## src/rtl/evcnt_pkg.sv

```systemverilog
// Shared constants for the event counter: count width and the gfedcba segment patterns.
package evcnt_pkg;
  localparam int CNT_W = 4;

  localparam logic [6:0] SEG_0 = 7'h3F;
  localparam logic [6:0] SEG_1 = 7'h06;
  localparam logic [6:0] SEG_2 = 7'h5B;
  localparam logic [6:0] SEG_3 = 7'h4F;
  localparam logic [6:0] SEG_4 = 7'h66;
  localparam logic [6:0] SEG_5 = 7'h6D;
  localparam logic [6:0] SEG_6 = 7'h7D;
  localparam logic [6:0] SEG_7 = 7'h07;
  localparam logic [6:0] SEG_8 = 7'h7F;
  localparam logic [6:0] SEG_9 = 7'h6F;
  localparam logic [6:0] SEG_A = 7'h77;
  localparam logic [6:0] SEG_B = 7'h7C;
  localparam logic [6:0] SEG_C = 7'h39;
  localparam logic [6:0] SEG_D = 7'h5E;
  localparam logic [6:0] SEG_E = 7'h79;
  localparam logic [6:0] SEG_F = 7'h71;

  function automatic logic [6:0] seg_decode(input logic [CNT_W-1:0] v);
    case (v)
      4'h0:    seg_decode = SEG_0;
      4'h1:    seg_decode = SEG_1;
      4'h2:    seg_decode = SEG_2;
      4'h3:    seg_decode = SEG_3;
      4'h4:    seg_decode = SEG_4;
      4'h5:    seg_decode = SEG_5;
      4'h6:    seg_decode = SEG_6;
      4'h7:    seg_decode = SEG_7;
      4'h8:    seg_decode = SEG_8;
      4'h9:    seg_decode = SEG_9;
      4'hA:    seg_decode = SEG_A;
      4'hB:    seg_decode = SEG_B;
      4'hC:    seg_decode = SEG_C;
      4'hD:    seg_decode = SEG_D;
      4'hE:    seg_decode = SEG_E;
      default: seg_decode = SEG_F;
    endcase
  endfunction
endpackage

```

## src/rtl/evt_sync_filter.sv

```systemverilog
// Synchroniser for the asynchronous event level plus optional debounce filter.
// Debounce is compiled in with EVCNT_DEBOUNCE_EN; otherwise f is the synchronised level itself.
module evt_sync_filter #(
  parameter int SYNC_STAGES     = 2,
  parameter int DEBOUNCE_CYCLES = 4
) (
  input  logic clk,
  input  logic reset_n,
  input  logic evt_in,
  output logic f
);
  if (SYNC_STAGES < 2 || SYNC_STAGES > 4) begin : g_bad_sync
    $error("SYNC_STAGES must be 2..4");
  end
  if (DEBOUNCE_CYCLES < 1 || DEBOUNCE_CYCLES > 255) begin : g_bad_deb
    $error("DEBOUNCE_CYCLES must be 1..255");
  end

  logic [SYNC_STAGES-1:0] s;
  logic                   l;

  always_ff @(posedge clk or negedge reset_n) begin
    if (!reset_n) s <= '0;
    else          s <= {s[SYNC_STAGES-2:0], evt_in};
  end

  assign l = s[SYNC_STAGES-1];

`ifdef EVCNT_DEBOUNCE_EN
  localparam logic [7:0] DC_LAST = 8'(DEBOUNCE_CYCLES - 1);
  logic [7:0] dc;

  // A level change is accepted only after DEBOUNCE_CYCLES consecutive disagreeing samples.
  always_ff @(posedge clk or negedge reset_n) begin
    if (!reset_n) begin
      f  <= 1'b0;
      dc <= '0;
    end else if (l != f) begin
      if (dc == DC_LAST) begin
        f  <= l;
        dc <= '0;
      end else begin
        dc <= dc + 8'd1;
      end
    end else begin
      dc <= '0;
    end
  end
`else
  // Pass-through keeps the no-debounce latency at SYNC_STAGES+1 edges.
  assign f = l;
`endif
endmodule

```

## src/rtl/evt_counter_7seg.sv

```systemverilog
// Rising-edge event counter (modulo COUNT_MAX+1) with 7-segment gfedcba output.
// Optional debounce of the event input is enabled with EVCNT_DEBOUNCE_EN.
module evt_counter_7seg
  import evcnt_pkg::*;
#(
  parameter int SYNC_STAGES     = 2,
  parameter int DEBOUNCE_CYCLES = 4,
  parameter int COUNT_MAX       = 9,
  parameter int SEG_ACTIVE_LOW  = 0
) (
  input  logic             clk,
  input  logic             reset_n,
  input  logic             evt_in,
  input  logic             clr,
  input  logic             hold,
  output logic [6:0]       seg_out,
  output logic [CNT_W-1:0] count_out,
  output logic             evt_pulse
);
  if (COUNT_MAX < 1 || COUNT_MAX > 15) begin : g_bad_cmax
    $error("COUNT_MAX must be 1..15");
  end

  localparam logic [CNT_W-1:0] CMAX = CNT_W'(COUNT_MAX);

  logic             f;
  logic             f_d;
  logic             rise;
  logic [CNT_W-1:0] count_q;

  evt_sync_filter #(
    .SYNC_STAGES     (SYNC_STAGES),
    .DEBOUNCE_CYCLES (DEBOUNCE_CYCLES)
  ) u_filt (
    .clk     (clk),
    .reset_n (reset_n),
    .evt_in  (evt_in),
    .f       (f)
  );

  assign rise = f & ~f_d;

  // clr wins over hold; the pulse is emitted even when the event is not counted.
  always_ff @(posedge clk or negedge reset_n) begin
    if (!reset_n) begin
      f_d       <= 1'b0;
      evt_pulse <= 1'b0;
      count_q   <= '0;
    end else begin
      f_d       <= f;
      evt_pulse <= rise;
      if (clr)          count_q <= '0;
      else if (hold)    count_q <= count_q;
      else if (rise)    count_q <= (count_q == CMAX) ? '0 : count_q + 4'd1;
    end
  end

  assign count_out = count_q;
  assign seg_out   = (SEG_ACTIVE_LOW != 0) ? ~seg_decode(count_q) : seg_decode(count_q);
endmodule

```

## config.mk

```make
export PLATFORM = sky130hd
export DESIGN_NAME = evt_counter_7seg
export DESIGN_NICKNAME = d
export VERILOG_FILES = /design/src/rtl/evcnt_pkg.sv /design/src/rtl/evt_sync_filter.sv /design/src/rtl/evt_counter_7seg.sv
export SDC_FILE = /design/constraint.sdc
export NUM_CORES = 1
export LEC_CHECK = 0
export ABC_AREA = 0
export BUFFER_PORTS_ARGS = -buffer_cell sky130_fd_sc_hd__buf_4
export CAP_MARGIN = 40
export CELL_PAD_IN_SITES_DETAIL_PLACEMENT = 1
export CELL_PAD_IN_SITES_GLOBAL_PLACEMENT = 2
export CORE_MARGIN = 4
export CORE_UTILIZATION = 29
export DETAILED_ROUTE_END_ITERATION = 10
export PLACE_DENSITY_LB_ADDON = 0.1
export SLEW_MARGIN = 25
export SYNTH_ARGS = -nofsm -noshare
export SYNTH_HDL_FRONTEND = slang
export SYNTH_SLANG_ARGS = --single-unit
```

## constraint.sdc

```tcl
create_clock -name clk -period 1.95 [get_ports clk]
set_input_delay 0.195 -clock clk [delete_from_list [all_inputs] [get_ports clk]]
set_output_delay 0.195 -clock clk [all_outputs]
set_load 0.05 [all_outputs]
```

==> out/metrics.yaml <==
outcome: "finished with violations"
failed_checks: "setup timing"
avgSynthCellArea_um2: 9.57
grt_pass1_vias: 598
post-route-period-util_pct: 101
stdcell_count: 117
fmax_mhz: 506
cts_root_buffer: "clkbuf_4"
top_layer_used: "met3"
worstPathRequired_ns: 1.75
r2r_cells: 5
synthArstFlopShare_pct: 100
wl_met2_um: 804
wire_per_inst_um: 14.1
synthCells: 62
drc: 0
fillers: 243
arrival_ns: 1.78
clock-sinks: 8
start_kind: "flop"
yosys_warnings: 0
finalMaxSlewViolations: 0
ys_types: 26
dp_hpwl_um: 1190
nets: 104
p_per_area_mw_per_mm2: 448
gp_congestion: 0.742
syn_to_final_growth_pct: 54.9
drt_iter0_drc: 2
endpoint_kind: "output pin"
finalSetupViolations: 1
slew_headroom_pct: 80.6
synth-seq-cells: 8
tightestPinTransition_ns: 0.291
crit_type: "flop to output pin"
io_buffers: 16
diodes: 0
fin_ws_ns: -0.0269
wirelength_um: 1650
ys_seq_area_share_pct: 33.8
viasPerCell: 4.79
synth_edf_count: 0
route.met3.wl_um: 62
synthesis.nets: 75
grt_pass1_wl_um: 2850
p_leak_nw: 0.391
utilization_pct: 46.8
numCtsBuffers: 3
ys.flop_type: "dfrtp_1"
ios: 17
drive_gt1_share_pct: 57.8
r2r-start: "count_out[1]"
dpl.cell_count: 105
hold_depth: 1
syn_area_um2: 593
clkSlewWorstSetupHoldPaths_ns: 0.06
num_rows: 16
clk_path_buf_depth: 2
rsz0062_at_grt: "true"
setup_tns_ns: -0.0269
r2r_slack_ns: 0.44
finalCriticalPeriod_ns: 1.98
finClkSkew_ns: 0.00418
antenna_found_initial: 0
gr-usage-all-layers_pct: 13.8
dieWidth_um: 53.2
hp-class: "input port to flop"
pre_cts_ws_ns: 0.113
timing.rr.end: "count_out[1]"
wl_met1_um: 787
dieArea_mm2: 0.00283
start_util_pct: 30.2
finalHoldViolations: 0
min_to: "u_filt.s[0]"
drt_first_pass_iters: 2
htreeDepth: 1
worstHoldStart: "evt_in"
drtAntennaViolNets: 0
fp.dieH_um: 53.2
dr_total_vias: 560
hold_ws_ns: 0.0487
clock_latency_ns: 0.25
ir_drop_mv: 0.388
cap_violations: 0
grt_max_degree: 10
core_mm2: 0.00196
grt-ovfl-total: 0
worstPathMaxFanout: 8
cts_tree: "done"
[where the power goes]
group / switching, mW / internal [mW]
Sequential: 0.00536 / 0.172
Clock: 0.0562 / 0.0783
Combinational: 0.0583 / 0.0414
[layout by cell type (no fill, tap or decap), types with 2 or more instances in the layout]
| cell type | Yosys | routed |
|---|---|---|
| ha_1 | 8 | 5 |
| a211o_2 | 2 | 2 |
| inv_2 | 0 | 2 |
| nor2_1 | 5 | 5 |
| dfrtp_1 | 8 | 6 |
| nand2_1 | 3 | 3 |
| ha_2 | 0 | 2 |
| dfrtp_2 | 0 | 2 |
| clkbuf_4 | 0 | 3 |
| a21oi_2 | 0 | 4 |
| mux2i_1 | 3 | 3 |
| nand3_1 | 2 | 2 |
| a21oi_1 | 8 | 3 |
| buf_4 | 0 | 25 |
[per-layer routing]
layer / up-vias / global-route usage, %
met3: 0 / 4.51
met1: 275 / 17.9
li1: 274 / -
met4: 0 / 2.55
met5: - / 0
met2: 11 / 22.0
[timing repair]
item / in CTS / in global routing
endpoints found under the setup margin: 3 / 4
endpoints found under the hold margin: 8 / 0
hold buffers: 1 / 0
pin swaps: 1 / 1
resized for setup: 8 / 3
setup buffers: 6 / 1
[cells in the mapped netlist (2+ instances only)]
| library cell | n | share of area, % |
|---|---|---|
| nor2_1 | 5 | 3.2 |
| a211o_2 | 2 | 3.4 |
| dfrtp_1 | 8 | 34 |
| nand2_1 | 3 | 1.9 |
| ha_1 | 8 | 17 |
| a21oi_1 | 8 | 6.8 |
| nor2b_1 | 2 | 2.1 |
| inv_1 | 5 | 3.2 |
| nand3_1 | 2 | 1.7 |
| mux2i_1 | 3 | 5.1 |
[area by class of cell]
| class | instances | area, µm² | share of cell area (%) |
|---|---|---|---|
| clock buffers | 4 | 26.3 | 2.86 |
| inverters | 5 | 25.0 | 2.72 |
| multi-input cells | 46 | 418 | 45.5 |
| flip-flops and latches | 8 | 203 | 22.1 |
| well taps | 27 | 33.8 | 3.68 |
| repair buffers | 27 | 213 | 23.2 |
[worst max path at each step]
stage / depth (start not counted) / from / slack, ns / endpoint
6_report: 6 / count_out[0] / -0.03 / seg_out[3]
5_1_grt: 6 / count_out[0] / -0.11 / seg_out[3]
4_1_cts: 6 / count_out[0] / -0.03 / seg_out[3]
3_5_place_dp: 6 / count_out[1] / 0.11 / seg_out[3]
3_3_place_gp: 6 / count_out[1] / 0.10 / seg_out[3]
2_1_floorplan: 4 / count_out[1] / -0.001 / seg_out[5]
[logic make-up after synthesis]
logic type	synth area share (%)
fa+ha+maj	16.9
mux	10.8
compound gates	15.2
simple gates	18.1
flops	33.8
buf+inv	5.27
[registers in the layout, summed over array words and instances, names as in the netlist]
name       count
count_out      4
u_filt.s       2
evt_pulse      1
f_d            1
[through the flow]
stage	power (mW)	instance area (µm²)
2_1_floorplan	0.233	631
3_3_place_gp	0.263	795
3_5_place_dp	0.264	795
4_1_cts	0.416	901
5_1_grt	0.435	918
6_report	0.411	918
[worst max-delay path, stage by stage, from the launching register on]
cell and delay (ns):
dfrtp_2 0.46, inv_4 0.07, ha_4 0.26, inv_2 0.03, mux4_2 0.47, clkinvlp_4 0.10, buf_8 0.14
No activity file was read; power rests on OpenSTA's default activity.
